## src/rtl/fp_div_iter_if.sv

```systemverilog
// fp_div_iter_if: operand/result handshake bundle for the iterative divider.
// rm exists only when FP_DIV_ROUND_MODES_EN is defined.
interface fp_div_iter_if #(
  parameter int EXP_W = 8,
  parameter int MAN_W = 23
);
  localparam int W = EXP_W + MAN_W + 1;

  logic         in_valid;
  logic         in_ready;
  logic [W-1:0] a;
  logic [W-1:0] b;
`ifdef FP_DIV_ROUND_MODES_EN
  logic [2:0]   rm;
`endif
  logic         flush;
  logic         out_valid;
  logic         out_ready;
  logic [W-1:0] y;
  logic [4:0]   flags;
  logic         busy;

  modport master (
    output in_valid, a, b, flush, out_ready,
`ifdef FP_DIV_ROUND_MODES_EN
    output rm,
`endif
    input  in_ready, out_valid, y, flags, busy
  );

  modport slave (
    input  in_valid, a, b, flush, out_ready,
`ifdef FP_DIV_ROUND_MODES_EN
    input  rm,
`endif
    output in_ready, out_valid, y, flags, busy
  );
endinterface

```

## src/rtl/fp_div_iter.sv

```systemverilog
// fp_div_iter: iterative restoring IEEE-754 divider with valid/ready.
// FP_DIV_ROUND_MODES_EN adds rm (RNE/RTZ/RDN/RUP/RMM); default is RNE.
module fp_div_iter #(
  parameter int EXP_W        = 8,
  parameter int MAN_W        = 23,
  parameter int ITER_PER_CYC = 1
) (
  input logic          clk,
  input logic          rst_n,
  fp_div_iter_if.slave io
);
  localparam int W    = EXP_W + MAN_W + 1;
  localparam int SW   = MAN_W + 1;
  localparam int RW   = MAN_W + 2;
  localparam int QB   = MAN_W + 3;
  localparam int XW   = EXP_W + 2;
  localparam int NCYC = QB / ITER_PER_CYC;
  localparam int CW   = $clog2(NCYC + 1);
  localparam int LZW  = $clog2(SW + 1);

  localparam logic signed [XW-1:0] ONE  = XW'(1);
  localparam logic signed [XW-1:0] BIAS =
    XW'((1 << (EXP_W - 1)) - 1);
  localparam logic signed [XW-1:0] EMAX =
    XW'((1 << EXP_W) - 2);
  localparam logic [XW-1:0] SH_CAP   = XW'(QB);
  localparam logic [CW-1:0] CNT_INIT = CW'(NCYC - 1);

  localparam logic [EXP_W-1:0] EONES = '1;
  localparam logic [W-2:0] INF_M =
    {{EXP_W{1'b1}}, {MAN_W{1'b0}}};
  localparam logic [W-2:0] MAX_M =
    {{(EXP_W-1){1'b1}}, 1'b0, {MAN_W{1'b1}}};
  localparam logic [W-1:0] QBIT = W'(1) << (MAN_W - 1);
  localparam logic [W-1:0] QNAN = {1'b0, INF_M} | QBIT;

  typedef enum logic [2:0] {
    S_IDLE, S_SPECIAL, S_NORM, S_DIV, S_ROUND, S_DONE
  } state_t;

  state_t                 state;
  logic [W-1:0]           a_r, b_r;
  logic                   sign_r;
  logic [SW-1:0]          mb_r;
  logic [RW-1:0]          rem_r;
  logic [QB-1:0]          q_r;
  logic signed [XW-1:0]   exp_r;
  logic [CW-1:0]          cnt_r;
  logic                   out_valid_r;
  logic [W-1:0]           y_r;
  logic [4:0]             flags_r;
`ifdef FP_DIV_ROUND_MODES_EN
  logic [2:0]             rm_r;
`else
  wire logic [2:0]        rm_r = 3'b000;
`endif

  function automatic logic spec_op(input logic [W-1:0] x);
    return (x[W-2:MAN_W] == EONES) || (x[W-2:0] == '0);
  endfunction

  function automatic logic [LZW-1:0] lzc(
    input logic [SW-1:0] v
  );
    lzc = LZW'(SW);
    for (int i = 0; i < SW; i++)
      if (v[i]) lzc = LZW'(SW - 1 - i);
  endfunction

  logic [EXP_W-1:0] ea, eb;
  logic [MAN_W-1:0] fa, fb;
  logic a_nan, b_nan, a_snan, b_snan;
  logic a_inf, b_inf, a_zero, b_zero;

  assign ea     = a_r[W-2:MAN_W];
  assign eb     = b_r[W-2:MAN_W];
  assign fa     = a_r[MAN_W-1:0];
  assign fb     = b_r[MAN_W-1:0];
  assign a_nan  = (ea == EONES) && (fa != '0);
  assign b_nan  = (eb == EONES) && (fb != '0);
  assign a_snan = a_nan && !fa[MAN_W-1];
  assign b_snan = b_nan && !fb[MAN_W-1];
  assign a_inf  = (ea == EONES) && (fa == '0);
  assign b_inf  = (eb == EONES) && (fb == '0);
  assign a_zero = (ea == '0) && (fa == '0);
  assign b_zero = (eb == '0) && (fb == '0);

  logic [W-1:0] sp_y;
  logic [4:0]   sp_f;

  always_comb begin
    sp_y = '0;
    sp_f = '0;
    if (a_nan || b_nan) begin
      sp_y    = a_nan ? (a_r | QBIT) : (b_r | QBIT);
      sp_f[4] = a_snan | b_snan;
    end else if ((a_inf && b_inf) || (a_zero && b_zero)) begin
      sp_y    = QNAN;
      sp_f[4] = 1'b1;
    end else if (a_inf) begin
      sp_y = {sign_r, INF_M};
    end else if (b_zero) begin
      sp_y    = {sign_r, INF_M};
      sp_f[3] = 1'b1;
    end else begin
      sp_y = {sign_r, {(W-1){1'b0}}};
    end
  end

  // Subnormals get a leading-zero shift and a matching exponent debit.
  logic [SW-1:0]        sig_a, sig_b, ma_n, mb_n;
  logic [LZW-1:0]       lz_a, lz_b;
  logic signed [XW-1:0] ea_eff, eb_eff, exp_n;

  always_comb begin
    sig_a  = {ea != '0, fa};
    sig_b  = {eb != '0, fb};
    lz_a   = lzc(sig_a);
    lz_b   = lzc(sig_b);
    ma_n   = sig_a << lz_a;
    mb_n   = sig_b << lz_b;
    ea_eff = (ea == '0) ? ONE - $signed(XW'(lz_a))
                        : $signed({2'b00, ea});
    eb_eff = (eb == '0) ? ONE - $signed(XW'(lz_b))
                        : $signed({2'b00, eb});
    exp_n  = ea_eff - eb_eff + BIAS;
  end

  logic [RW-1:0] rem_c;
  logic [QB-1:0] q_c;
  logic [RW:0]   d_c;

  always_comb begin
    rem_c = rem_r;
    q_c   = q_r;
    d_c   = '0;
    for (int k = 0; k < ITER_PER_CYC; k++) begin
      d_c   = {1'b0, rem_c} - {2'b00, mb_r};
      q_c   = {q_c[QB-2:0], ~d_c[RW]};
      rem_c = d_c[RW] ? rem_c << 1 : d_c[RW-1:0] << 1;
    end
  end

  logic                 q_hi, g_n, s_n, tiny;
  logic [SW-1:0]        sig_n, sig_p;
  logic signed [XW-1:0] e_n, sh_s, e_r;
  logic [XW-1:0]        sh_u;
  logic [2*SW+1:0]      xw;
  logic                 g_p, s_p, inex, inc, ovf, ovf_inf;
  logic [SW:0]          sum;
  logic [MAN_W-1:0]     sig_r;
  logic [W-1:0]         rd_y;
  logic [4:0]           rd_f;

  always_comb begin
    q_hi  = q_r[QB-1];
    sig_n = q_hi ? q_r[QB-1:2] : q_r[QB-2:1];
    g_n   = q_hi ? q_r[1] : q_r[0];
    s_n   = (q_hi & q_r[0]) | (|rem_r);
    e_n   = q_hi ? exp_r : exp_r - ONE;
    tiny  = e_n < ONE;
    sh_s  = ONE - e_n;
    sh_u  = tiny ? sh_s : '0;
    if (sh_u > SH_CAP) sh_u = SH_CAP;
    // Denormalising shift; everything pushed past guard becomes sticky.
    xw    = {sig_n, g_n, {(SW+1){1'b0}}} >> sh_u;
    sig_p = xw[2*SW+1:SW+2];
    g_p   = xw[SW+1];
    s_p   = s_n | (|xw[SW:0]);
    inex  = g_p | s_p;
    case (rm_r)
      3'b001:  inc = 1'b0;
      3'b010:  inc = sign_r & inex;
      3'b011:  inc = ~sign_r & inex;
      3'b100:  inc = g_p;
      default: inc = g_p & (s_p | sig_p[0]);
    endcase
    case (rm_r)
      3'b001:  ovf_inf = 1'b0;
      3'b010:  ovf_inf = sign_r;
      3'b011:  ovf_inf = ~sign_r;
      default: ovf_inf = 1'b1;
    endcase
    sum = {1'b0, sig_p} + (SW+1)'(inc);
    if (sum[SW]) begin
      sig_r = sum[SW-1:1];
      e_r   = e_n + ONE;
    end else begin
      sig_r = sum[MAN_W-1:0];
      e_r   = tiny ? (sum[SW-1] ? ONE : '0) : e_n;
    end
    ovf = !tiny && (e_r > EMAX);
    if (ovf) begin
      rd_y = {sign_r, ovf_inf ? INF_M : MAX_M};
      rd_f = 5'b00101;
    end else begin
      rd_y = {sign_r, e_r[EXP_W-1:0], sig_r};
      rd_f = {3'b000, tiny & inex, inex};
    end
  end

  always_ff @(posedge clk or negedge rst_n) begin
    if (!rst_n) begin
      state       <= S_IDLE;
      a_r         <= '0;
      b_r         <= '0;
      sign_r      <= 1'b0;
      mb_r        <= '0;
      rem_r       <= '0;
      q_r         <= '0;
      exp_r       <= '0;
      cnt_r       <= '0;
      out_valid_r <= 1'b0;
      y_r         <= '0;
      flags_r     <= '0;
`ifdef FP_DIV_ROUND_MODES_EN
      rm_r        <= '0;
`endif
    end else if (io.flush) begin
      state       <= S_IDLE;
      out_valid_r <= 1'b0;
    end else begin
      unique case (state)
        S_IDLE: if (io.in_valid) begin
          a_r    <= io.a;
          b_r    <= io.b;
          sign_r <= io.a[W-1] ^ io.b[W-1];
`ifdef FP_DIV_ROUND_MODES_EN
          rm_r   <= io.rm;
`endif
          state  <= (spec_op(io.a) || spec_op(io.b))
                    ? S_SPECIAL : S_NORM;
        end
        S_SPECIAL: begin
          y_r         <= sp_y;
          flags_r     <= sp_f;
          out_valid_r <= 1'b1;
          state       <= S_DONE;
        end
        S_NORM: begin
          mb_r  <= mb_n;
          rem_r <= {1'b0, ma_n};
          q_r   <= '0;
          exp_r <= exp_n;
          cnt_r <= CNT_INIT;
          state <= S_DIV;
        end
        S_DIV: begin
          rem_r <= rem_c;
          q_r   <= q_c;
          if (cnt_r == '0) state <= S_ROUND;
          else cnt_r <= cnt_r - 1'b1;
        end
        S_ROUND: begin
          y_r         <= rd_y;
          flags_r     <= rd_f;
          out_valid_r <= 1'b1;
          state       <= S_DONE;
        end
        S_DONE: if (io.out_ready) begin
          out_valid_r <= 1'b0;
          state       <= S_IDLE;
        end
        default: state <= S_IDLE;
      endcase
    end
  end

  assign io.in_ready  = (state == S_IDLE);
  assign io.busy      = (state != S_IDLE);
  assign io.out_valid = out_valid_r;
  assign io.y         = y_r;
  assign io.flags     = flags_r;
endmodule
```

## src/flat_wrapper.sv

```systemverilog
// flat-port wrapper written by rule: the top's interface ports become plain ports
module fp_div_iter_flat 
#(
  parameter int EXP_W        = 8,
  parameter int MAN_W        = 23,
  parameter int ITER_PER_CYC = 1
)
  (clk, rst_n, io_in_valid, io_a, io_b, io_flush, io_out_ready, io_in_ready, io_out_valid, io_y, io_flags, io_busy);
  fp_div_iter_if #(.EXP_W(EXP_W), .MAN_W(MAN_W)) io_i ();
  input logic clk;
  input logic rst_n;
  input wire logic [$bits(io_i.in_valid)-1:0] io_in_valid;
  input wire logic [$bits(io_i.a)-1:0] io_a;
  input wire logic [$bits(io_i.b)-1:0] io_b;
  input wire logic [$bits(io_i.flush)-1:0] io_flush;
  input wire logic [$bits(io_i.out_ready)-1:0] io_out_ready;
  output wire logic [$bits(io_i.in_ready)-1:0] io_in_ready;
  output wire logic [$bits(io_i.out_valid)-1:0] io_out_valid;
  output wire logic [$bits(io_i.y)-1:0] io_y;
  output wire logic [$bits(io_i.flags)-1:0] io_flags;
  output wire logic [$bits(io_i.busy)-1:0] io_busy;
  assign io_i.in_valid = io_in_valid;
  assign io_i.a = io_a;
  assign io_i.b = io_b;
  assign io_i.flush = io_flush;
  assign io_i.out_ready = io_out_ready;
  assign io_in_ready = io_i.in_ready;
  assign io_out_valid = io_i.out_valid;
  assign io_y = io_i.y;
  assign io_flags = io_i.flags;
  assign io_busy = io_i.busy;
  fp_div_iter #(.EXP_W(EXP_W), .MAN_W(MAN_W), .ITER_PER_CYC(ITER_PER_CYC)) u_core (.clk(clk), .rst_n(rst_n), .io(io_i));
endmodule
```

## config.mk

```make
export PLATFORM = sky130hd
export DESIGN_NAME = fp_div_iter_flat
export DESIGN_NICKNAME = d
export VERILOG_FILES = /design/src/rtl/fp_div_iter_if.sv /design/src/rtl/fp_div_iter.sv /design/src/flat_wrapper.sv
export SDC_FILE = /design/constraint.sdc
export NUM_CORES = 1
export LEC_CHECK = 0
export BUFFER_PORTS_ARGS = -buffer_cell sky130_fd_sc_hd__buf_2
export CELL_PAD_IN_SITES_DETAIL_PLACEMENT = 1
export CELL_PAD_IN_SITES_GLOBAL_PLACEMENT = 2
export CORE_MARGIN = 1
export CORE_UTILIZATION = 35
export DETAILED_ROUTE_END_ITERATION = 12
export PLACE_DENSITY = 0.87
export SKIP_LAST_GASP = 1
export SYNTH_ARGS = -nofsm -noshare
export SYNTH_HDL_FRONTEND = slang
export SYNTH_SLANG_ARGS = --single-unit
```

## constraint.sdc

```tcl
create_clock -name clk -period 6.3 [get_ports clk]
set_clock_uncertainty 0.1 [all_clocks]
set_input_delay 1.26 -clock clk [delete_from_list [all_inputs] [get_ports clk]]
set_output_delay 1.26 -clock clk [all_outputs]
set_load 0.02 [all_outputs]
```

; Word-level counts from Yosys, hierarchy flattened
; Index checks and enable logic that the tools add are counted.
[word_totals]
register_bits = 196
inputBits = 69
output_inout_bits = 40
elab_cells = 185
[classes]
n_addsub = 10
order_cmp = 3
eq_ne = 13
shifts = 3
n_mux = 88
bitwise_logic = 11
n_reduce_logical = 45
[ops]
columns = op, count
row1 = 5-bit two-way mux, 33
row2 = 32-bit two-way mux, 3
row3 = 31-bit two-way mux, 3
row4 = 10-bit two-way mux, 7
row5 = 4-bit two-way mux, 16
row6 = 32-bit case mux with 2 select lines, 1
row7 = 31-bit logical NOT, 2
row8 = 26-bit case mux with 2 select lines, 1
row9 = 25-bit case mux with 2 select lines, 1
row10 = 25-bit OR reduction, 2
row11 = 50-bit by 10-bit >> shifter with 50-bit output, 1
row12 = 24-bit by 5-bit << shifter with 24-bit output, 2
row13 = 23-bit logical NOT, 2
row14 = 23-bit nonzero test, 2
row15 = "8-bit == test, second input constant", 4
row16 = 25-bit by 24-bit subtractor with 26-bit output, 1
row17 = 24-bit by 1-bit adder with 25-bit output, 1
row18 = 25-bit two-way mux, 1
row19 = 24-bit two-way mux, 1
row20 = 23-bit two-way mux, 1
row21 = 5-bit case mux with 2 select lines, 2
row22 = 8-bit logical NOT, 2
row23 = 8-bit nonzero test, 2
row24 = 3-bit two-way mux, 5
row25 = other kinds (34), 77

; Logic depth before layout (Yosys ltp)
; Gate-level depths: netlist (run 1).
[logic_depth]
ltp_word = 28
depth_mapped = 33
mapped_depth_nobuf = 26

; Least setup slack after synthesis (run 1)
; Ideal clock, no wire load.
[synth_path]
path_kind = reg-to-reg
start = reg u_core.exp_r[0]
end = reg u_core.flags_r[0], in the netlist u_core.io.flags[0]
setup_time_ns = 0.121
arrival_time_ns = 6.496
required_ns = 6.079
path_slack_ns = -0.417
path_stages_with_launch = 31
n_path_buf = 7
synth_period_minus_slack_ns = 6.717
cell_sequence = dfrtp_1 > inv_1 > ha_1 > nor4b_2 > xor2_1 > or4_4 > a2111oi_0 > ha_1 > clkbuf_1 > and2_1 > buf_2 > o21ai_2 > buf_6 > buf_6 > buf_6 > buf_2 > a21o_1 > mux2i_1 > mux2i_1 > o31ai_1 > or2_2 > ha_1 > and3_1 > o211ai_1 > nand3_1 > nand4_2 > or3_1 > buf_6 > mux2i_4 > or4b_1 > a22o_1
[synth_between]
elab_chain_cells = 19
word_cells_on_any_way = 23
cone_classes = add/sub (4) / order compare (3) / shift (1) / mux (8) / bitwise (4) / reduce/logical (3)
[synth_rtl]
columns = item, line_no
row1 = "start, declared", fp_div_iter.sv:47  ; logic signed [XW-1:0] exp_r;
row2 = "start signal, assigned", fp_div_iter.sv:244  ; exp_r <= exp_n;
row3 = 10-bit by 2-bit subtractor with 10-bit output, fp_div_iter.sv:160  ; e_n = q_hi ? exp_r : exp_r - ONE;
row4 = 10-bit two-way mux (*), fp_div_iter.sv:160
row5 = 2-bit by 10-bit subtractor with 10-bit output or 10-bit by 2-bit less-than comparator with 1-bit output (tied branches), "fp_div_iter.sv:162, fp_div_iter.sv:161"
row6 = 10-bit two-way mux, fp_div_iter.sv:163  ; sh_u = tiny ? sh_s : '0;
row7 = 10-bit by 5-bit > comparator with 1-bit output, fp_div_iter.sv:164  ; if (sh_u > SH_CAP) sh_u = SH_CAP;
row8 = 10-bit two-way mux, fp_div_iter.sv:164
row9 = 50-bit by 10-bit >> shifter with 50-bit output, fp_div_iter.sv:166  ; xw = {sig_n, g_n, {(SW+1){1'b0}}} >> sh_u;
row10 = 25-bit OR reduction, fp_div_iter.sv:169  ; s_p = s_n | (|xw[SW:0]);
row11 = (+3 left out), n/a
row12 = 24-bit by 1-bit adder with 25-bit output, fp_div_iter.sv:184  ; sum = {1'b0, sig_p} + (SW+1)'(inc);
row13 = 1-bit two-way mux, fp_div_iter.sv:190  ; e_r = tiny ? (sum[SW-1] ? ONE : '0) : e_n;
row14 = 10-bit two-way mux, fp_div_iter.sv:190
row15 = 10-bit two-way mux, fp_div_iter.sv:185  ; if (sum[SW]) begin
row16 = 10-bit by 9-bit > comparator with 1-bit output, fp_div_iter.sv:192  ; ovf = !tiny && (e_r > EMAX);
row17 = 1-bit logical AND, fp_div_iter.sv:192
row18 = 3-bit two-way mux (*), fp_div_iter.sv:193  ; if (ovf) begin
row19 = 5-bit case mux with 2 select lines (*), fp_div_iter.sv:223  ; unique case (state)
row20 = "end signal, assigned", fp_div_iter.sv:236  ; flags_r <= sp_f;
row21 = "end signal, assigned", fp_div_iter.sv:256  ; flags_r <= rd_f;
row22 = "end, declared", fp_div_iter.sv:51  ; logic [4:0] flags_r;
; Mark *: on every way between the ends. The rest lies on a longest branch, timed or not.
; A chain may end at the register's enable or synchronous reset.

; Worst setup path in the final report (run 1)
[layout_path]
start = reg u_core.exp_r[0]
end = reg u_core.y_r[22], in the netlist u_core.io.y[22]
[layout_between]
elab_chain_cells = 19
word_cells_on_any_way = 23
cone_classes = add/sub (4) / order compare (3) / shift (1) / mux (9) / bitwise (3) / reduce/logical (3)
[layout_rtl]
columns = item, line_no
row1 = 10-bit by 2-bit subtractor with 10-bit output, fp_div_iter.sv:160
row2 = 10-bit two-way mux (*), fp_div_iter.sv:160
row3 = 2-bit by 10-bit subtractor with 10-bit output or 10-bit by 2-bit less-than comparator with 1-bit output (tied branches), "fp_div_iter.sv:162, fp_div_iter.sv:161"
row4 = 10-bit two-way mux, fp_div_iter.sv:163
row5 = 10-bit by 5-bit > comparator with 1-bit output, fp_div_iter.sv:164
row6 = 10-bit two-way mux, fp_div_iter.sv:164
row7 = 50-bit by 10-bit >> shifter with 50-bit output, fp_div_iter.sv:166
row8 = 25-bit OR reduction, fp_div_iter.sv:169
row9 = (+3 left out), n/a
row10 = 24-bit by 1-bit adder with 25-bit output, fp_div_iter.sv:184
row11 = 1-bit two-way mux, fp_div_iter.sv:190
row12 = 10-bit two-way mux, fp_div_iter.sv:190
row13 = 10-bit two-way mux, fp_div_iter.sv:185
row14 = 10-bit by 9-bit > comparator with 1-bit output, fp_div_iter.sv:192
row15 = 1-bit logical AND, fp_div_iter.sv:192
row16 = 31-bit two-way mux (*), fp_div_iter.sv:193
row17 = 32-bit case mux with 2 select lines (*), fp_div_iter.sv:223
row18 = "end signal, assigned", fp_div_iter.sv:235  ; y_r <= sp_y;
row19 = "end signal, assigned", fp_div_iter.sv:255  ; y_r <= rd_y;
row20 = "end, declared", fp_div_iter.sv:50  ; logic [W-1:0] y_r;
; Marks and branches as above.

==> run summary, run 1 <==
RUN STATUS
-------------------------------------------------------------------------------------------
Outcome ...................................................................... complete, no violations

JOB
-------------------------------------------------------------------------------------------
Max-capacitance violation count ..............................................            0

GLOBAL ROUTING
-------------------------------------------------------------------------------------------
Maximum number of pins on one net before global-route repair .................          100
Most heavily used metal layer in global routing ..............................         met2
GRT Overall Usage ............................................................        0.288
Number of global-route vias before repair ....................................        17800
Leftover overflow at the end of global routing ...............................            0
Met2 layer usage reported by global route ....................................        0.422
M1 GR Usage ..................................................................        0.421
Met3 routing resource usage after global routing .............................       0.0525
Number of antenna violations at the first check in global routing ............            1
Global-route wire length before repair .......................................    111000 um

CRITICAL PATH
-------------------------------------------------------------------------------------------
Largest incremental delay on the critical path ...............................      0.52 ns
Data arrival time at the worst-slack endpoint ................................      6.49 ns
Crit. End Element ............................................................     register
Worst setup SP type ..........................................................     register
Critical Path RT .............................................................      6.63 ns
Worst Setup Path Type ........................................................      reg2reg
Max stage delay cell, worst path .............................................        or4_1
Critical path fanouts, max ...................................................           20
Crit path launch ............................................................. u_core.exp_r[0]
Reg2reg start ................................................................ u_core.exp_r[0]

SYNTH
-------------------------------------------------------------------------------------------
Average instance area after synthesis ........................................   8.48 sq um
Register bit count reported by yosys .........................................          196
Top flip-flop cell by instance count after synthesis .........................      dfrtp_1
Sequential element share of the synthesized area .............................        0.282
Cell types with the largest area share after synthesis ....................... dfrtp_1 (28%), mux2i_1 (8.2%), mux2_2 (6.3%)
Top cell type by total area after synthesis ..................................      dfrtp_1
Post-synthesis instance area ................................................. 0.0174 sq mm
Cell count after synthesis ...................................................         2049
Fraction of registers with async set/reset ...................................         1.00
Fraction of synthesized cell area taken by the top area cell type ............        0.282
Warnings, synthesis ..........................................................            0
Syn_nets .....................................................................         2171
Number of synthesized flops with an enable pin ...............................            0
Number of unique standard cell types used by synthesis .......................          113

CELLS AND AREA
-------------------------------------------------------------------------------------------
Area delta synth->final ......................................................        17.1%
Diode count ..................................................................            0
Filler Cell Count ............................................................         5791
Final std cell area, no fill ................................................. 0.0203 sq mm
Ratio of cells with drive above 1 in the final layout ........................        0.229
Final Non-Filler Cells .......................................................         2869
Number of nets in the final layout ...........................................         2314

HOLD PATH
-------------------------------------------------------------------------------------------
Hold crit path type ..........................................................      reg2reg
Hold path startpoint ......................................................... u_core.io.y[7]

CLOCK TREE
-------------------------------------------------------------------------------------------
Clock Pin Slew Worst Setup and Hold Paths ....................................      0.08 ns
Level count of the clock H-tree ..............................................            4
Clock network latency to the later pin of the worst-skew pair ................      0.51 ns
CTS tree .....................................................................        built
Root buffer selected by CTS ..................................................    clkbuf_16
Max clock buf depth ..........................................................            2
Total clock sinks ............................................................          196
Number of clock buffers inserted by TritonCTS ................................           17

DIE
-------------------------------------------------------------------------------------------
Initial cell density of the core .............................................        0.355
Core box area ................................................................ 0.0490 sq mm
Top-level I/O count ..........................................................          109
Cell Rows ....................................................................           81
Horizontal die dimension .....................................................       225 um
Height of the chip ...........................................................       225 um
Floorplan die area ........................................................... 0.0505 sq mm

ROUTING
-------------------------------------------------------------------------------------------
Wire length per cell .........................................................      25.3 um
Drt via density ..............................................................         6.18
Wirelength, routed ...........................................................     72600 um
Number of detailed-routing iterations run before antenna repair ..............            5
Antenna violation net count after detailed routing ...........................            0
Via count ....................................................................        17700
Number of design-rule violations left by the first detailed-router iteration .         1520
DRC viols ....................................................................            0

PLACED DESIGN
-------------------------------------------------------------------------------------------
GPL Wtd Cong .................................................................        0.958
Port-buffer cells ............................................................          108
Hpwl dp ......................................................................     56700 um
Dpl cells ....................................................................         2821
Area of placed instances ..................................................... 0.0193 sq mm

STA
-------------------------------------------------------------------------------------------
Slew Viols, Final ............................................................            0
Ratio of final minimum period to clock period ................................        0.978
Post-layout minimum cycle time ...............................................      6.16 ns
Highest Clock Rate ...........................................................      162 MHz
Finish-stage setup viols .....................................................            0
Worst Hold Slack .............................................................     0.397 ns
Number of hold violations in the final report ................................            0
Worst slew margin relative to its limit ......................................        0.234
Slew at the pin closest to its max-slew limit ................................      1.15 ns

PWR
-------------------------------------------------------------------------------------------
Peak supply drop .............................................................   0.000305 V
Final Total Pwr ..............................................................      11.4 mW
Leakage dissipation ..........................................................      8.69 nW
Power density cells ..........................................................  558 mW/mm^2

## cell usage after synthesis (22+ instances only)
cell type / number
ha_1: 51
nor2_1: 165
nand4_1: 22
o22ai_1: 23
inv_1: 65
o211ai_1: 53
nor4_1: 53
dfrtp_1: 196
o21ai_0: 99
nand2_1: 175
mux2_2: 97
a22o_1: 31
xnor2_1: 45
a31oi_1: 22
clkbuf_1: 87
a21oi_1: 139
nor3_1: 81
mux2i_1: 143
nand3_1: 62
## area by class of cell
cell class / count / area, sq um / share of cell area
multi-input combinational: 1653 / 11900 / 0.588
sequential: 196 / 4910 / 0.241
timing repair buffer: 256 / 1760 / 0.0868
tap: 664 / 831 / 0.0409
clock buffer: 17 / 425 / 0.0209
inverter: 68 / 255 / 0.0126
clock inverter: 15 / 204 / 0.0100
## sequential cells by signal, summed over array words and instances, names as in the netlist
register / cells
u_core.rem_r: 25
u_core.b_r: 32
u_core.state: 3
u_core.a_r: 32
u_core.mb_r: 24
u_core.q_r: 26
u_core.io.out_valid: 1
u_core.cnt_r: 5
u_core.sign_r: 1
u_core.exp_r: 10
u_core.io.y: 32
u_core.io.flags: 5
## worst paths after layout
path                       cells past startpoint  slack [ns]               to
max                                           25        0.14  u_core.io.y[22]
min                                            2        0.40   u_core.io.y[7]
max reg2reg                                   25        0.14  u_core.io.y[22]
min reg2reg                                    2        0.40   u_core.io.y[7]
max in group asynchronous                      2        4.32   u_core.q_r[15]
min in group asynchronous                      1        0.69    u_core.b_r[5]
## layout by cell type (no fill, tap or decap), types with 13 or more instances in the layout
| cell | Yosys | routed |
|---|---|---|
| inv_1 | 65 | 63 |
| or3_1 | 15 | 13 |
| a31oi_1 | 22 | 22 |
| o221ai_1 | 14 | 14 |
| clkbuf_16 | 0 | 18 |
| ha_1 | 51 | 48 |
| nor4_1 | 53 | 51 |
| nand4_1 | 22 | 22 |
| xnor2_1 | 45 | 44 |
| a21oi_1 | 139 | 136 |
| nor2_1 | 165 | 163 |
| o21ai_0 | 99 | 97 |
| nor3_1 | 81 | 80 |
| o22ai_1 | 23 | 20 |
| a21o_1 | 21 | 21 |
| buf_4 | 3 | 139 |
| dfrtp_1 | 196 | 195 |
| mux2i_1 | 143 | 139 |
| a22o_1 | 31 | 31 |
| nand3_1 | 62 | 61 |
| o211ai_1 | 53 | 53 |
| o31ai_1 | 20 | 18 |
| mux2_2 | 97 | 96 |
| nand2_1 | 175 | 171 |
| buf_2 | 18 | 107 |
| a211oi_1 | 17 | 15 |
| and2_1 | 15 | 14 |
| a22oi_1 | 14 | 14 |
| xor2_1 | 14 | 14 |
## layer usage
| layer | up-vias | share of wire | wire length [um] |
|---|---|---|---|
| met5 | - | 0 | 0 |
| met3 | 106 | 0.064 | 4610 |
| li1 | 8033 | - | - |
| met4 | 0 | 0.027 | 1970 |
| met1 | 8962 | 0.48 | 34900 |
| met2 | 641 | 0.43 | 31200 |
## power breakdown
part           internal [mW]  leakage, nW  total [mW]  switching, mW
combinational           3.05         5.92        7.56           4.51
clock                  0.581        0.304        1.19          0.607
sequential              1.73         2.47        2.60          0.875
total                   5.36         8.69        11.4           5.99
## repair_timing
item,in CTS,in global routing
endpoints found under the setup margin,33,33
resized for setup,6,45
hold buffers,0,0
pin swaps,1,16
gates cloned,0,1
buffers inserted,3,12
## critical path, delay by kind of cell (launching register included)
family                   cells  cell delay, ns
AO/OA/AOI/OAI                9            1.78
adder cells (fa/ha/maj)      2            0.33
buffers and inverters        4            0.64
flip-flops                   1            0.41
AND/OR/NAND/NOR             10            2.81
## kinds of logic after synthesis
group,Yosys count,share of synthesized area
fa+ha+maj,53,0.0390
simple gates,686,0.198
xor+xnor,60,0.0313
compound gates,606,0.244
flops,196,0.282
mux,248,0.156
buf+inv,200,0.0495
## per-stage QoR
step            util  setup WS [ns]  setup TNS, ns
6_report       0.415          0.137              0
5_1_grt        0.415         -0.135          -1.39
4_1_cts        0.408        0.00821              0
3_5_place_dp   0.394         -0.245          -5.75
3_3_place_gp   0.394         -0.153          -2.54
2_1_floorplan      -         -0.174          -1.23
No activity file was read; power rests on OpenSTA's default activity.
==> inputs of run 2 (changes only) <==
--- a/config.mk
+++ b/config.mk
@@ -9,9 +9,9 @@
 export CELL_PAD_IN_SITES_DETAIL_PLACEMENT = 1
 export CELL_PAD_IN_SITES_GLOBAL_PLACEMENT = 2
 export CORE_MARGIN = 1
-export CORE_UTILIZATION = 35
+export CORE_UTILIZATION = 39
 export DETAILED_ROUTE_END_ITERATION = 12
-export PLACE_DENSITY = 0.87
+export PLACE_DENSITY = 0.92
 export SKIP_LAST_GASP = 1
 export SYNTH_ARGS = -nofsm -noshare
 export SYNTH_HDL_FRONTEND = slang
==> constraint.sdc (replaced) <==
create_clock -name clk -period 6.67 [get_ports clk]
set_clock_uncertainty 0.1 [all_clocks]
set_input_delay 1.334 -clock clk [delete_from_list [all_inputs] [get_ports clk]]
set_output_delay 1.334 -clock clk [all_outputs]
set_load 0.02 [all_outputs]
==> run summary, run 2 (synthesis gave the netlist of run 1 again) <==
RUN STATUS
-------------------------------------------------------------------------------------------
Outcome ...................................................................... complete, no violations   unchanged

CRITICAL PATH
-------------------------------------------------------------------------------------------
Number of buffers and inverters on the critical path .........................            5   was 4
Worst Setup Path Type ........................................................      reg2reg   unchanged
Max stage delay cell, worst path .............................................       or4b_1   was or4_1
Critical path fanouts, max ...................................................            9   was 20
Critical Path RT .............................................................      6.95 ns   was 6.63 ns
Largest incremental delay on the critical path ...............................      0.47 ns   was 0.52 ns
Crit. End Element ............................................................     register   unchanged
CP top delay family .......................................................... simple AND/OR/NAND/NOR gates   unchanged
Critical path depth ..........................................................           28   was 25
Data arrival time at the worst-slack endpoint ................................      6.80 ns   was 6.49 ns
Worst setup SP type ..........................................................     register   unchanged
Number of cell instances on the worst register-to-register path ..............           28   was 25

GLOBAL ROUTING
-------------------------------------------------------------------------------------------
Number of antenna violations at the first check in global routing ............            1   unchanged
Global-route wire length before repair .......................................    109000 um   was 111000 um
Maximum number of pins on one net before global-route repair .................          102   was 100
Number of global-route vias before repair ....................................        17800   about the same
GRT Overall Usage ............................................................        0.316   was 0.288
Leftover overflow at the end of global routing ...............................            0   unchanged

STA
-------------------------------------------------------------------------------------------
Post-layout minimum cycle time ...............................................      6.52 ns   was 6.16 ns
Setup TNS after final layout .................................................         0 ns   unchanged
Number of hold violations in the final report ................................            0   unchanged
Slew Viols, Final ............................................................            0   unchanged
Worst slew margin relative to its limit ......................................        0.233   was 0.234
Finish-stage setup viols .....................................................            0   unchanged
Ratio of final minimum period to clock period ................................        0.977   was 0.978
Slew at the pin closest to its max-slew limit ................................      1.15 ns   about the same
Highest Clock Rate ...........................................................      153 MHz   was 162 MHz

ROUTING
-------------------------------------------------------------------------------------------
Number of detailed-routing iterations run before antenna repair ..............            5   unchanged
Drt via density ..............................................................         6.41   was 6.18
Wirelength, routed ...........................................................     70600 um   was 72600 um
Number of design-rule violations left by the first detailed-router iteration .         1660   was 1520
Via count ....................................................................        17700   about the same
Antenna violation net count after detailed routing ...........................            0   unchanged
Wire length per cell .........................................................      25.5 um   was 25.3 um
DRC viols ....................................................................            0   unchanged

PLACED DESIGN
-------------------------------------------------------------------------------------------
GPL Wtd Cong .................................................................        0.977   was 0.958
Area of placed instances ..................................................... 0.0190 sq mm   was 0.0193 sq mm
Port-buffer cells ............................................................          108   unchanged
Hpwl dp ......................................................................     55200 um   was 56700 um

CELLS AND AREA
-------------------------------------------------------------------------------------------
Commonest non-fill, non-tap cells in the layout .............................. dfrtp_1 (194), nand2_1 (174), nor2_1 (162)   was dfrtp_1 (195), nand2_1 (171), nor2_1 (163)
Diode count ..................................................................            0   unchanged
Filler Cell Count ............................................................         5203   was 5791
Area delta synth->final ......................................................        14.4%   was 17.1%
Most common library cell in the layout ignoring fill and taps ................      dfrtp_1   unchanged
Final std cell area, no fill ................................................. 0.0199 sq mm   was 0.0203 sq mm
Ratio of cells with drive above 1 in the final layout ........................        0.212   was 0.229
Number of nets in the final layout ...........................................         2291   was 2314

PWR
-------------------------------------------------------------------------------------------
Power density cells ..........................................................  529 mW/mm^2   was 558 mW/mm^2
Peak supply drop .............................................................   0.000304 V   was 0.000305 V
Leakage dissipation ..........................................................      8.56 nW   was 8.69 nW

DIE
-------------------------------------------------------------------------------------------
Horizontal die dimension .....................................................       213 um   was 225 um
Height of the chip ...........................................................       213 um   was 225 um
Floorplan die area ........................................................... 0.0454 sq mm   was 0.0505 sq mm
Core box area ................................................................ 0.0435 sq mm   was 0.0490 sq mm
Cell Rows ....................................................................           76   was 81
Top-level I/O count ..........................................................          109   unchanged
Initial cell density of the core .............................................        0.400   was 0.355

HOLD PATH
-------------------------------------------------------------------------------------------
Hold crit path type ..........................................................      reg2reg   unchanged
Hold depth ...................................................................            2   unchanged

CLOCK TREE
-------------------------------------------------------------------------------------------
Clock network latency to the later pin of the worst-skew pair ................      0.50 ns   was 0.51 ns
CTS tree .....................................................................        built   unchanged
Clock Pin Slew Worst Setup and Hold Paths ....................................      0.08 ns   about the same
Number of clock buffers inserted by TritonCTS ................................           17   unchanged
Hold-fix buffers, CTS ........................................................            0   unchanged
Level count of the clock H-tree ..............................................            4   unchanged
Root buffer selected by CTS ..................................................    clkbuf_16   unchanged
Max clock buf depth ..........................................................            2   unchanged
Total clock sinks ............................................................          196   unchanged

JOB
-------------------------------------------------------------------------------------------
Max-capacitance violation count ..............................................            0   unchanged

-- run 2: cell count changes in the layout (fill, tap and decap cells not counted), sizes merged --
cell  previous run  this run
buf            254       231
-- run 2: stage by stage --
stage | hold WS, ns | instances | setup WS (ns) | power, mW | util
final | 0.405 | 2767 | 0.153 | 10.5 | 0.457
after global placement | 0.369 | 2721 | 0.0696 | 8.77 | 0.436
after floorplan | 0.343 | 2049 | 0.0207 | 6.64 | -
after CTS | 0.414 | 2754 | -0.0137 | 10.2 | 0.452
after detailed placement | 0.394 | 2721 | -0.333 | 9.00 | 0.436
after global routing | 0.435 | 2767 | -0.0210 | 11.1 | 0.457
-- run 2: path summary, 6_finish.rpt --
path | from | to | slack [ns]
hold reg to reg | u_core.io.y[5] | u_core.io.y[5] | 0.41
max in group asynchronous | rst_n | u_core.q_r[7] | 4.62
min in group asynchronous | rst_n | u_core.b_r[0] | 0.77
setup / recovery | u_core.exp_r[1] | u_core.io.flags[0] | 0.15
setup reg to reg | u_core.exp_r[1] | u_core.io.flags[0] | 0.15
hold / removal | u_core.io.y[5] | u_core.io.y[5] | 0.41
-- run 2: layout make-up --
| class | instances | area, sq um | share of cell area |
|---|---|---|---|
| multi-input cells | 1653 | 11800 | 0.592 |
| inverters | 68 | 255 | 0.0128 |
| clock buffers | 17 | 425 | 0.0214 |
| clock inverters | 15 | 214 | 0.0108 |
| well taps | 585 | 732 | 0.0368 |
| flip-flops and latches | 196 | 4910 | 0.247 |
| repair buffers | 233 | 1570 | 0.0791 |
-- run 2: worst reg2reg max path, delay by kind of cell, from the launching register on --
kind	cells	cell delay, ns
and+or+nand+nor	10	2.26
AOI/OAI and AO/OA	8	1.67
buffers and inverters	5	0.65
adders and majority gates	3	0.64
muxes	2	0.62
DFF	1	0.44
-- run 2: routing by layer --
| layer | vias to the layer above | share of wire | track usage |
|---|---|---|---|
| met2 | 720 | 0.43 | 0.465 |
| met4 | 0 | 0.026 | 0.108 |
| met3 | 90 | 0.070 | 0.0438 |
| li1 | 7965 | - | - |
| met1 | 8969 | 0.47 | 0.470 |
| met5 | - | 0 | 0 |
-- run 2: report_power, final --
| group | switching [mW] | leakage (nW) | internal, mW |
|---|---|---|---|
| sequential | 0.804 | 2.47 | 1.63 |
| combinational | 4.20 | 5.78 | 2.75 |
| clock | 0.584 | 0.306 | 0.551 |
-- run 2: what timing repair did --
| action | 4_1_cts | 5_1_grt |
|---|---|---|
| gates resized for setup | 7 | 20 |
| pin swaps | 0 | 8 |
| setup endpoints to repair | 33 | 33 |
| cloned | 0 | 1 |
| buffers inserted | 1 | 12 |
